## src/rtl/ov5640_reg_sequencer_pkg.sv

```systemverilog
// Shared encodings, entry layout and table helpers for the OV5640 register sequencer.
// Entry layout: [25:24] cmd, [23:8] register address, [7:0] data.
package ov5640_reg_sequencer_pkg;

    localparam int ENTRY_W   = 26;
    localparam int CMD_LSB   = 24;
    localparam int ADDR_LSB  = 8;
    localparam int DATA_LSB  = 0;
    localparam int TABLE_MAX = 256;
    localparam int TABLE_W   = ENTRY_W * TABLE_MAX;

    typedef enum logic [1:0] {
        CMD_WRITE = 2'b00,
        CMD_DELAY = 2'b01,
        CMD_END   = 2'b10,
        CMD_BAD   = 2'b11
    } cmd_e;

    typedef struct packed {
        cmd_e        cmd;
        logic [15:0] addr;
        logic [7:0]  data;
    } entry_t;

    typedef enum logic [3:0] {
        S_IDLE,
        S_FETCH,
        S_DECODE,
        S_WR_REQ,
        S_WR_WAIT,
`ifdef OV5640_READBACK_VERIFY_EN
        S_RD_REQ,
        S_RD_WAIT,
`endif
        S_DELAY,
        S_NEXT,
        S_DONE,
        S_ERROR
    } state_e;

    function automatic int unsigned ms_cyc(input int unsigned clk_hz);
        return clk_hz / 1000;
    endfunction

    function automatic logic [ENTRY_W-1:0] mk_entry(input cmd_e cmd, input logic [15:0] addr,
                                                    input logic [7:0] data);
        logic [ENTRY_W-1:0] e;
        e                     = '0;
        e[CMD_LSB +: 2]       = cmd;
        e[ADDR_LSB +: 16]     = addr;
        e[DATA_LSB +: 8]      = data;
        return e;
    endfunction

    // Software reset and clock-source select do not read back what was written.
    function automatic logic verify_excluded(input logic [15:0] addr);
        return (addr == 16'h3008) || (addr == 16'h3103);
    endfunction

    function automatic logic [TABLE_W-1:0] default_table();
        logic [TABLE_W-1:0] t;
        for (int i = 0; i < TABLE_MAX; i++) t[i*ENTRY_W +: ENTRY_W] = mk_entry(CMD_END, 16'h0, 8'h0);
        t[0*ENTRY_W +: ENTRY_W] = mk_entry(CMD_WRITE, 16'h3103, 8'h11);
        t[1*ENTRY_W +: ENTRY_W] = mk_entry(CMD_WRITE, 16'h3008, 8'h82);
        t[2*ENTRY_W +: ENTRY_W] = mk_entry(CMD_DELAY, 16'h0000, 8'd5);
        t[3*ENTRY_W +: ENTRY_W] = mk_entry(CMD_WRITE, 16'h3008, 8'h42);
        t[4*ENTRY_W +: ENTRY_W] = mk_entry(CMD_WRITE, 16'h3103, 8'h03);
        t[5*ENTRY_W +: ENTRY_W] = mk_entry(CMD_WRITE, 16'h3017, 8'hff);
        t[6*ENTRY_W +: ENTRY_W] = mk_entry(CMD_WRITE, 16'h3018, 8'hff);
        return t;
    endfunction

endpackage

```

## src/rtl/ov5640_reg_sequencer_if.sv

```systemverilog
// Request/completion bus between the register sequencer (master) and the SCCB byte engine (slave).
interface ov5640_reg_sequencer_if;
    logic        req;
    logic        rw;
    logic [15:0] addr;
    logic [7:0]  wdata;
    logic [7:0]  rdata;
    logic        done;
    logic        nack;

    modport master (output req, rw, addr, wdata, input rdata, done, nack);
    modport slave  (input req, rw, addr, wdata, output rdata, done, nack);
endinterface

```

## src/rtl/ov5640_init_rom.sv

```systemverilog
// Registered init-table ROM: entry for addr appears one cycle after addr is presented.
module ov5640_init_rom
    import ov5640_reg_sequencer_pkg::*;
#(
    parameter int unsigned         ROM_AW   = 8,
    parameter logic [TABLE_W-1:0]  ROM_INIT = default_table()
) (
    input  logic              clk,
    input  logic              rst,
    input  logic [ROM_AW-1:0] addr,
    output entry_t            data
);

    always_ff @(posedge clk or posedge rst) begin
        if (rst) data <= '0;
        else     data <= ROM_INIT[int'(addr)*ENTRY_W +: ENTRY_W];
    end

endmodule

```

## src/rtl/ov5640_reg_sequencer.sv

```systemverilog
// Walks the init table issuing SCCB writes with ms delays, NACK/timeout retry; start to first req = 3 cycles.
// One outstanding SCCB request held stable until sccb.done; OV5640_READBACK_VERIFY_EN adds read-back compare.
module ov5640_reg_sequencer
    import ov5640_reg_sequencer_pkg::*;
#(
    parameter int unsigned        CLK_HZ      = 25_000_000,
    parameter int unsigned        ROM_AW      = 8,
    parameter int unsigned        MAX_RETRY   = 3,
    parameter int unsigned        TIMEOUT_CYC = 2_000_000,
    parameter logic [TABLE_W-1:0] ROM_INIT    = default_table()
) (
    input  logic                          meg25,
    input  logic                          rst,
    input  logic                          start,
    output logic                          busy,
    output logic                          done,
    output logic                          error,
    output logic [ROM_AW-1:0]             err_index,
    ov5640_reg_sequencer_if.master        sccb
);

    localparam int unsigned MS_CYC  = ms_cyc(CLK_HZ);
    localparam int unsigned DLY_MAX = 255 * MS_CYC;
    localparam int unsigned TMAX    = (DLY_MAX > TIMEOUT_CYC) ? DLY_MAX : TIMEOUT_CYC;
    localparam int          TW      = $clog2(TMAX + 1);
    localparam int          RW      = $clog2(MAX_RETRY + 2);
    localparam logic [ROM_AW-1:0] LAST_INDEX = '1;

    state_e            state_q, state_d;
    logic [ROM_AW-1:0] index_q, index_d;
    logic [RW-1:0]     retry_q, retry_d;
    logic [TW-1:0]     timer_q, timer_d;
    logic [15:0]       addr_q, addr_d;
    logic [7:0]        wdata_q, wdata_d;
    logic [ROM_AW-1:0] err_index_q, err_index_d;
    entry_t            rom_q;
    logic              in_wait, xfer_ok, xfer_fail;

    ov5640_init_rom #(
        .ROM_AW   (ROM_AW),
        .ROM_INIT (ROM_INIT)
    ) u_rom (
        .clk  (meg25),
        .rst  (rst),
        .addr (index_q),
        .data (rom_q)
    );

    always_comb begin
        in_wait = (state_q == S_WR_WAIT);
`ifdef OV5640_READBACK_VERIFY_EN
        if (state_q == S_RD_WAIT) in_wait = 1'b1;
`endif
    end

    // A NACK that lands on the timeout cycle is one failure, not two.
    assign xfer_ok   = in_wait && sccb.done && !sccb.nack;
    assign xfer_fail = in_wait && !xfer_ok && (sccb.done || (timer_q == TW'(TIMEOUT_CYC)));

    always_comb begin
        state_d     = state_q;
        index_d     = index_q;
        retry_d     = retry_q;
        timer_d     = timer_q;
        addr_d      = addr_q;
        wdata_d     = wdata_q;
        err_index_d = err_index_q;
        case (state_q)
            S_IDLE: begin
                if (start) begin
                    index_d = '0;
                    state_d = S_FETCH;
                end
            end
            S_FETCH:  state_d = S_DECODE;
            S_DECODE: begin
                case (rom_q.cmd)
                    CMD_WRITE: begin
                        addr_d  = rom_q.addr;
                        wdata_d = rom_q.data;
                        retry_d = '0;
                        state_d = S_WR_REQ;
                    end
                    CMD_DELAY: begin
                        timer_d = TW'(32'(rom_q.data) * MS_CYC);
                        state_d = (rom_q.data == 8'd0) ? S_NEXT : S_DELAY;
                    end
                    CMD_END:   state_d = S_DONE;
                    default: begin
                        err_index_d = index_q;
                        state_d     = S_ERROR;
                    end
                endcase
            end
            S_WR_REQ: begin
                timer_d = '0;
                state_d = S_WR_WAIT;
            end
            S_WR_WAIT: begin
                timer_d = timer_q + TW'(1);
                if (xfer_ok) begin
                    retry_d = '0;
`ifdef OV5640_READBACK_VERIFY_EN
                    state_d = verify_excluded(addr_q) ? S_NEXT : S_RD_REQ;
`else
                    state_d = S_NEXT;
`endif
                end
            end
`ifdef OV5640_READBACK_VERIFY_EN
            S_RD_REQ: begin
                timer_d = '0;
                state_d = S_RD_WAIT;
            end
            S_RD_WAIT: begin
                timer_d = timer_q + TW'(1);
                if (xfer_ok) begin
                    if (sccb.rdata == wdata_q) begin
                        retry_d = '0;
                        state_d = S_NEXT;
                    end else begin
                        err_index_d = index_q;
                        state_d     = S_ERROR;
                    end
                end
            end
`endif
            S_DELAY: begin
                timer_d = timer_q - TW'(1);
                if (timer_q <= TW'(1)) state_d = S_NEXT;
            end
            S_NEXT: begin
                retry_d = '0;
                if (index_q == LAST_INDEX) begin
                    state_d = S_DONE;
                end else begin
                    index_d = index_q + ROM_AW'(1);
                    state_d = S_FETCH;
                end
            end
            S_DONE, S_ERROR: begin
                if (start) begin
                    index_d     = '0;
                    retry_d     = '0;
                    err_index_d = '0;
                    state_d     = S_FETCH;
                end
            end
            default: state_d = S_IDLE;
        endcase

        if (xfer_fail) begin
            if (retry_q < RW'(MAX_RETRY)) begin
                retry_d = retry_q + RW'(1);
                state_d = S_WR_REQ;
`ifdef OV5640_READBACK_VERIFY_EN
                if (state_q == S_RD_WAIT) state_d = S_RD_REQ;
`endif
            end else begin
                err_index_d = index_q;
                state_d     = S_ERROR;
            end
        end
    end

    always_ff @(posedge meg25 or posedge rst) begin
        if (rst) begin
            state_q     <= S_IDLE;
            index_q     <= '0;
            retry_q     <= '0;
            timer_q     <= '0;
            addr_q      <= '0;
            wdata_q     <= '0;
            err_index_q <= '0;
        end else begin
            state_q     <= state_d;
            index_q     <= index_d;
            retry_q     <= retry_d;
            timer_q     <= timer_d;
            addr_q      <= addr_d;
            wdata_q     <= wdata_d;
            err_index_q <= err_index_d;
        end
    end

    assign busy      = !(state_q inside {S_IDLE, S_DONE, S_ERROR});
    assign done      = (state_q == S_DONE);
    assign error     = (state_q == S_ERROR);
    assign err_index = err_index_q;

    assign sccb.addr  = addr_q;
    assign sccb.wdata = wdata_q;
`ifdef OV5640_READBACK_VERIFY_EN
    assign sccb.req = (state_q == S_WR_REQ) || (state_q == S_RD_REQ);
    assign sccb.rw  = (state_q == S_RD_REQ) || (state_q == S_RD_WAIT);
`else
    assign sccb.req = (state_q == S_WR_REQ);
    assign sccb.rw  = 1'b0;
    logic unused_rdata;
    assign unused_rdata = ^sccb.rdata;
`endif

endmodule

```

## src/flat_wrapper.sv

```systemverilog
// flat-port wrapper written by rule: the top's interface ports become plain ports
module ov5640_reg_sequencer_flat import ov5640_reg_sequencer_pkg::*;
#(
    parameter int unsigned        CLK_HZ      = 25_000_000,
    parameter int unsigned        ROM_AW      = 8,
    parameter int unsigned        MAX_RETRY   = 3,
    parameter int unsigned        TIMEOUT_CYC = 2_000_000,
    parameter logic [TABLE_W-1:0] ROM_INIT    = default_table()
)
  (meg25, rst, start, busy, done, error, err_index, sccb_req, sccb_rw, sccb_addr, sccb_wdata, sccb_rdata, sccb_done, sccb_nack);
  ov5640_reg_sequencer_if sccb_i ();
  input  logic meg25;
  input  logic rst;
  input  logic start;
  output logic busy;
  output logic done;
  output logic error;
  output logic [ROM_AW-1:0] err_index;
  output wire logic [$bits(sccb_i.req)-1:0] sccb_req;
  output wire logic [$bits(sccb_i.rw)-1:0] sccb_rw;
  output wire logic [$bits(sccb_i.addr)-1:0] sccb_addr;
  output wire logic [$bits(sccb_i.wdata)-1:0] sccb_wdata;
  input wire logic [$bits(sccb_i.rdata)-1:0] sccb_rdata;
  input wire logic [$bits(sccb_i.done)-1:0] sccb_done;
  input wire logic [$bits(sccb_i.nack)-1:0] sccb_nack;
  assign sccb_req = sccb_i.req;
  assign sccb_rw = sccb_i.rw;
  assign sccb_addr = sccb_i.addr;
  assign sccb_wdata = sccb_i.wdata;
  assign sccb_i.rdata = sccb_rdata;
  assign sccb_i.done = sccb_done;
  assign sccb_i.nack = sccb_nack;
  ov5640_reg_sequencer #(.CLK_HZ(CLK_HZ), .ROM_AW(ROM_AW), .MAX_RETRY(MAX_RETRY), .TIMEOUT_CYC(TIMEOUT_CYC), .ROM_INIT(ROM_INIT)) u_core (.meg25(meg25), .rst(rst), .start(start), .busy(busy), .done(done), .error(error), .err_index(err_index), .sccb(sccb_i));
endmodule
```

## config.mk

```make
export PLATFORM = sky130hd
export DESIGN_NAME = ov5640_reg_sequencer_flat
export DESIGN_NICKNAME = d
export VERILOG_FILES = /design/src/rtl/ov5640_reg_sequencer_pkg.sv /design/src/rtl/ov5640_reg_sequencer_if.sv /design/src/rtl/ov5640_init_rom.sv /design/src/rtl/ov5640_reg_sequencer.sv /design/src/flat_wrapper.sv
export SDC_FILE = /design/constraint.sdc
export NUM_CORES = 1
export LEC_CHECK = 0
export CAP_MARGIN = 20
export CORE_MARGIN = 4
export CORE_UTILIZATION = 50
export CTS_CLUSTER_DIAMETER = 50
export CTS_CLUSTER_SIZE = 12
export DETAILED_ROUTE_END_ITERATION = 10
export DONT_BUFFER_PORTS = 1
export PLACE_DENSITY = 0.63
export SETUP_SLACK_MARGIN = 0.05
export SLEW_MARGIN = 20
export SYNTH_ARGS = -nofsm -noshare
export SYNTH_HDL_FRONTEND = slang
export SYNTH_SLANG_ARGS = --single-unit
```

## constraint.sdc

```tcl
create_clock -name meg25 -period 8.34 [get_ports meg25]
set_input_delay 0 -clock meg25 [delete_from_list [all_inputs] [get_ports meg25]]
set_output_delay 0 -clock meg25 [all_outputs]
set_load 0.1 [all_outputs]
```

==> metrics.yaml, run 1 <==
path_class: "reg2reg"
gp_congestion: 0.904
setup_viol_count_final: 0
r2r_end: "u_core.timer_q[14]"
nets: 769
track_usage_pct: 20.8
final-instance-count-excl-fill: 822
clk_latency_ns: 0.34
drc: 0
num-fill-cells: 1091
fp.dieArea_sq_mm: 0.0139
io_buffers: 0
ant_nets: 0
synth_edf_count: 0
multiInputGateArea_sq_mm: 0.00389
ys.flop_type: "dfrtp_1"
reg2reg_slack_ns: 4.05
ios: 50
hp-start: "start"
antenna_found_initial: 0
drtIter0Drc: 414
ys_async_sr_fraction_pct: 100
syn_inst: 699
setup.worst_path.start_class: "register"
cts_max_path_buffers: 2
drv_slew: 0
grt_pass1_vias: 4671
ctsHoldBuffers: 2
die-width_um: 118
timing.rr.start: "u_core.u_rom.data[5]"
overflow: 0
area_growth_pct: 5.28
start_util_pct: 52.1
ys_types: 68
diodes: 0
regArea_sq_mm: 0.00181
hpwl_um: 10800
finClkSkew_ns: 0.00824
die_h_um: 118
yosysSeqAreaShare_pct: 29.8
core.rowCount: 39
cts_sinks: 72
hold_depth: 3
wirelength_um: 14300
yosys_warnings: 0
slew_headroom_pct: 28.1
clock.fmax_mhz: 233
drt-wirelength-per-cell_um: 17.4
crit_fanout: 7
cp-startpoint: "u_core.u_rom.data[5]"
pre_cts_ws_ns: 4.05
cp-end-kind: "register"
crit_required_ns: 8.56
cts_root_buffer: "clkbuf_16"
layout_min_cycle_time_ns: 4.29
setup_ws_ns: 4.05
fin_util_pct: 54.8
h-tree-depth: 3
viasPerCell: 6.12
dpl.cell_count: 804
ys_ff_latch: 72
rsz0062_at_grt: "false"
rr_worst_depth: 14
drive_gt1_share_pct: 7.07
worst_pin_slew_ns: 1.08
status: "completed"
vias: 5033
cts.clk_slew.worst_paths_ns: 0.06
grt_max_degree: 73
finalCritPeriodShare_pct: 51.4
core_area_sq_mm: 0.0116
cts_tree: "built"
cts_resized: 0
maxCapViolCount: 0
synth_area_per_cell_sq_um: 8.65
arrival_ns: 4.51
hp-class: "in2reg"
hold-path-endpoint: "u_core.retry_q[0]"
setup_tns_ns: 0
numCtsBuffers: 9
post_cts_buffers: 0
first_pass_iters: 5
grt_pass1_wl_um: 23800
hold_viol_final: 0
synth_area_sq_mm: 0.00605
==> critical path, cell delays in order, from the launching register on <==
cell and delay, ns:
dfrtp_1 0.53, inv_1 0.18, ha_1 0.37, inv_1 0.07
fa_1 0.50, inv_1 0.06, fa_1 0.45, ha_1 0.30
ha_1 0.36, a21o_1 0.20, a31oi_1 0.30, and2_1 0.23
o21ai_0 0.12, xor2_1 0.18, a211o_1 0.30
==> kinds of logic after synthesis <==
kind of cell / synth area share, %
buffers and inverters: 6.58
muxes: 1.76
DFF: 29.8
AOI/OAI and AO/OA: 19.0
and+or+nand+nor: 21.1
other: 0.0620
xor gates and xnor gates: 3.33
adders and majority gates: 18.5
==> per-stage QoR <==
| step | hold WS, ns | instance area, sq um |
|---|---|---|
| after floorplan | 0.245 | 6080 |
| after global placement | 0.216 | 6040 |
| after detailed placement | 0.225 | 6040 |
| after CTS | 0.0194 | 6360 |
| after global routing | 0.0549 | 6370 |
| final | 0.0205 | 6370 |
==> layer usage <==
layer	global-route usage [%]	vias to the layer above	wire, um
met2	31.6	165	6480
met5	0	-	0
met3	3.46	24	815
met4	7.99	0	305
met1	29.6	2403	6730
li1	-	2441	-
==> worst max path at each step <==
stage	slack (ns)	endpoint
2_1_floorplan	4.56	u_core.timer_q[14]
3_3_place_gp	4.11	u_core.timer_q[20]
3_5_place_dp	4.05	u_core.timer_q[14]
4_1_cts	4.05	u_core.timer_q[14]
5_1_grt	3.78	u_core.timer_q[12]
6_report	4.05	u_core.timer_q[14]
==> layout by cell type (no fill, tap or decap), types with 4 or more instances in the layout <==
master     instances
a211oi_1           6
a21o_1            11
a21oi_1           36
a22o_1             9
a22oi_1            4
a31oi_1           13
and2_1             8
and3_1            17
clkbuf_16          9
conb_1             9
dfrtp_1           69
fa_1              12
ha_1              70
inv_1             38
mux2_2             5
mux2i_1            5
nand2_1           75
nand3_1           23
nand4_1           14
nor2_1            49
nor2b_1            4
nor3_1            15
nor4_1             7
o211ai_1           6
o21a_1             5
o21ai_0           43
o21ai_1            7
o22ai_1            5
o31ai_1            7
o41ai_1            5
or2_2              5
or3_1              6
xnor2_1           12
xor2_1            11
==> layout make-up <==
type,count,area share (%)
Clock buffer,9,3.54
Clock inverter,7,1.24
Inverter,39,2.30
Multi-Input combinational cell,547,61.1
Sequential cell,72,28.4
Tap cell,143,2.81
Timing Repair Buffer,5,0.668
==> Yosys cell counts, types with 5 or more instances <==
library cell,n,area share (%)
nor3_1,15,1.2
dfrtp_1,72,30
a21oi_1,36,3.0
or3_1,6,0.62
a31oi_1,13,1.3
ha_1,70,14
o31ai_1,7,0.87
o22ai_1,5,0.52
nand3_1,23,1.9
o21ai_1,7,0.58
buf_2,8,0.66
a211oi_1,6,0.74
nand4_1,14,1.4
xor2_1,11,1.6
o21a_1,5,0.62
o211ai_1,6,0.74
clkbuf_1,24,1.5
nor4_1,7,0.72
and2_1,8,0.83
a22o_1,9,1.3
o21ai_0,43,3.6
fa_1,12,4.0
nand2_1,75,4.7
inv_1,39,2.4
a21o_1,11,1.4
buf_4,13,1.6
nor2_1,51,3.2
mux2i_1,5,0.83
mux2_2,5,0.93
xnor2_1,12,1.7
o41ai_1,5,0.72
and3_1,17,1.8
or2_2,5,0.52
==> registers in the layout (all words and copies together) (netlist names) <==
signal             cells
u_core.u_rom.data     14
u_core.sccb.addr       5
u_core.state_q         4
u_core.timer_q        23
u_core.err_index       8
u_core.sccb.wdata      7
u_core.index_q         8
u_core.retry_q         3
Power of run 1 is left out: the tool's default activity adds up to more than one toggle a clock period on the data nets, which glitch-free logic cannot reach.
==> run 2: changes to the inputs <==
--- a/config.mk
+++ b/config.mk
@@ -5,6 +5,7 @@
 export SDC_FILE = /design/constraint.sdc
 export NUM_CORES = 1
 export LEC_CHECK = 0
+export ABC_AREA = 1
 export CAP_MARGIN = 20
 export CORE_MARGIN = 4
 export CORE_UTILIZATION = 50
==> constraint.sdc (replaced) <==
create_clock -name meg25 -period 4.1 [get_ports meg25]
set_input_delay 0 -clock meg25 [delete_from_list [all_inputs] [get_ports meg25]]
set_output_delay 0 -clock meg25 [all_outputs]
set_load 0.1 [all_outputs]
==> run 2 against run 1 <==
Non-clock buffer count increased by 1. Global-route usage increased by 2.3 points. Via count increased by 30%. Cell area up 16%. Register-to-register slack got worse by 3.6 ns. Sequential share of layout area is 4.0 points lower. Synthesized cell count is 53% higher. Worst hold slack better by 0.011 ns. Worst setup slack got worse by 3.6 ns. Clock skew is 0.0022 ns higher. Critical path depth rose by 2. Critical endpoint unchanged.
==> metrics.yaml, run 2 <==
cts_sinks: 72  # unchanged
arrival_ns: 3.91  # was 4.51 ns
final_common_cell: "nand2_1"  # unchanged
worst_pin_slew_ns: 1.09  # was 1.08 ns
cts_max_path_buffers: 2  # unchanged
cp-end-kind: "register"  # unchanged
antenna_found_initial: 0  # unchanged
drive_gt1_share_pct: 7.22  # was 7.07%
yosys.area.top_type: "dfrtp_1"  # unchanged
use_met3_pct: 4.21  # was 3.46%
met2_usage_pct: 37.2  # was 31.6%
wirelength_um: 18000  # was 14300 um
drc: 0  # unchanged
layout_common_cells: "320 x nand2_1, 124 x inv_1, 119 x nor2_1"  # was 75 x nand2_1, 70 x ha_1, 69 x dfrtp_1
rsz0062_at_grt: "false"  # unchanged
vias: 6546  # was 5033
h-tree-depth: 3  # unchanged
gp_congestion: 0.879  # was 0.904
drt-wirelength-per-cell_um: 14.6  # was 17.4 um
crit_fanout: 5  # was 7
area_growth_pct: 5.27  # was 5.28%
finalCritPeriodShare_pct: 89.6  # was 51.4%
ios: 50  # unchanged
finClkSkew_ns: 0.0104  # was 0.00824 ns
ys.flop_type: "dfrtp_1"  # unchanged
synth_area_leaders: "dfrtp_1 26%, nand2_1 17%, ha_1 12%"  # was dfrtp_1 30%, ha_1 14%, nand2_1 4.7%
synth_top_area_share_pct: 25.6  # was 29.8%
synth_area_sq_mm: 0.00703  # was 0.00605 sq mm
synth_common_cells: "320 x nand2_1, 125 x inv_1, 120 x nor2_1"  # was 75 x nand2_1, 72 x dfrtp_1, 70 x ha_1
maxCapViolCount: 0  # unchanged
cts_root_buffer: "clkbuf_16"  # unchanged
io_buffers: 0  # unchanged
hold_viol_final: 0  # unchanged
num-fill-cells: 1394  # was 1091
nets: 1143  # was 769
cts.clk_slew.worst_paths_ns: 0.07  # was 0.06 ns
ys_async_sr_fraction_pct: 100  # unchanged
drtIter0Drc: 431  # was 414
grt-busiest-layer: "met2"  # unchanged
clock.fmax_mhz: 272  # was 233 MHz
synth_area_per_cell_sq_um: 6.60  # was 8.65 sq um
hpwl_um: 13800  # was 10800 um
reg.largest.list: "u_core.timer_q (23), u_core.u_rom.data (14)"  # unchanged
hp-class: "in2reg"  # unchanged
yosys_warnings: 0  # unchanged
cpMaxStageDelayCell: "fa_1"  # was dfrtp_1
overflow: 0  # unchanged
diodes: 0  # unchanged
timing.rr.start: "u_core.u_rom.data[4]"  # was u_core.u_rom.data[5]
rr_worst_depth: 16  # was 14
clk_latency_ns: 0.35  # was 0.34 ns
core_area_sq_mm: 0.0138  # was 0.0116 sq mm
syn_inst: 1066  # was 699
setup_viol_count_final: 0  # unchanged
ys_types: 40  # was 68
r2r_end: "u_core.timer_q[14]"  # unchanged
die-width_um: 127  # was 118 um
numCtsBuffers: 9  # unchanged
track_usage_pct: 23.1  # was 20.8%
globalRouteMet1Util_pct: 31.7  # was 29.6%
reg2reg_slack_ns: 0.43  # was 4.05 ns
grt_pass1_vias: 6181  # was 4671
ys_ff_latch: 72  # unchanged
regMostFlops: "u_core.timer_q"  # unchanged
cp_cell_sequence: "inv_1 -> ha_1 -> inv_1 -> fa_1 -> inv_1 -> fa_1 -> ha_1 -> ha_1 -> nand2_1 -> nand2_1 -> a21oi_1 -> nand2_1 -> o21ai_0 -> nand3_1 -> nand2_1 -> nand2_1"  # was inv_1 -> ha_1 -> inv_1 -> fa_1 -> inv_1 -> fa_1 -> ha_1 -> ha_1 -> a21o_1 -> a31oi_1 -> and2_1 -> o21ai_0 -> xor2_1 -> a211o_1
setup.worst_path.start_class: "register"  # unchanged
drv_slew: 0  # unchanged
crit_required_ns: 4.34  # was 8.56 ns
layout_min_cycle_time_ns: 3.67  # was 4.29 ns
critPathMaxStageDelay_ns: 0.50  # was 0.53 ns
cp-startpoint: "u_core.u_rom.data[4]"  # was u_core.u_rom.data[5]
synth.most_common_cell: "nand2_1"  # unchanged
grt_pass1_wl_um: 30200  # was 23800 um
start_util_pct: 50.9  # was 52.1%
core.rowCount: 43  # was 39
ant_nets: 0  # unchanged
post_cts_buffers: 0  # unchanged
setup_tns_ns: 0  # unchanged
yosysSeqAreaShare_pct: 25.6  # was 29.8%
slew_headroom_pct: 27.2  # was 28.1%
synth_edf_count: 0  # unchanged
endpoint: "u_core.timer_q[14]"  # unchanged
fp.dieArea_sq_mm: 0.0160  # was 0.0139 sq mm
largest_reg_flops: 23  # unchanged
first_pass_iters: 5  # unchanged
cts_resized: 0  # unchanged
viasPerCell: 5.31  # was 6.12
cts_tree: "built"  # unchanged
cp_common_cell: "nand2_1"
grt_max_degree: 48  # was 73
die_h_um: 127  # was 118 um
status: "completed"  # unchanged
path_class: "reg2reg"  # unchanged
[run 2: changes by cell type after synthesis, moves of 11 or more]
cell | before | now
nand2_1 | 75 | 320
a21oi_1 | 36 | 53
a21o_1 | 11 | 0
nand3_1 | 23 | 88
nor2_1 | 51 | 120
and3_1 | 17 | 0
clkbuf_1 | 24 | 1
inv_1 | 39 | 125
[run 2: final cells by class]
| cell class | count | area, sq um | area share (%) |
|---|---|---|---|
| Multi-Input combinational cell | 822 | 4480 | 60.5 |
| Sequential cell | 72 | 1810 | 24.4 |
| Inverter | 137 | 518 | 7.00 |
| Clock buffer | 9 | 225 | 3.04 |
| Tap cell | 180 | 225 | 3.04 |
| Clock inverter | 7 | 103 | 1.39 |
| Timing Repair Buffer | 6 | 50.0 | 0.676 |
[run 2: critical path: cells and delay by family, from the launching register on]
family	cells	cell delay, ns
adder cells (fa/ha/maj)	5	1.96
flip-flops	1	0.46
AO/OA/AOI/OAI	2	0.39
AND/OR/NAND/NOR	6	0.52
buffers and inverters	3	0.24
[run 2: stage by stage]
stage | cells | area, sq um | hold slack [ns] | setup slack [ns] | utilization [%]
floorplan | 1074 | 7060 | 0.368 | 0.699 | -
global placement | 1215 | 7060 | 0.163 | 0.482 | 51.0
detailed placement | 1215 | 7060 | 0.174 | 0.422 | 51.0
CTS | 1233 | 7400 | 0.0121 | 0.414 | 53.5
global route | 1233 | 7400 | 0.0667 | 0.182 | 53.6
finish | 1233 | 7400 | 0.0312 | 0.428 | 53.6
[run 2: timing repair]
action,in CTS,in global routing
endpoints found under the hold margin,47,0
hold buffers,2,0
setup endpoints to repair,0,0
[run 2: cell families after synthesis]
kind of cell	count (synthesis)	share of synthesized area (%)
and+or+nand+nor	588	35.3
buffers and inverters	180	11.2
other	1	0.0533
DFF	72	25.6
adders and majority gates	82	15.9
AOI/OAI and AO/OA	130	10.2
xor gates and xnor gates	8	0.996
muxes	5	0.800
[run 2: worst min-delay path by stage]
stage / cells past startpoint / start / endpoint
3_3_place_gp: 1 / rst / u_core.index_q[4]
5_1_grt: 5 / start / u_core.err_index[0]
2_1_floorplan: 5 / sccb_done / u_core.state_q[0]
6_report: 5 / start / u_core.err_index[1]
4_1_cts: 5 / start / u_core.err_index[1]
3_5_place_dp: 1 / rst / u_core.index_q[4]
[run 2: layer usage]
metal | wire (um) | up-vias
met4 | 354 | 0
met2 | 8290 | 167
met5 | 0 | -
li1 | - | 3366
met3 | 1030 | 23
met1 | 8290 | 2990
Power of run 2 is left out for the same reason.
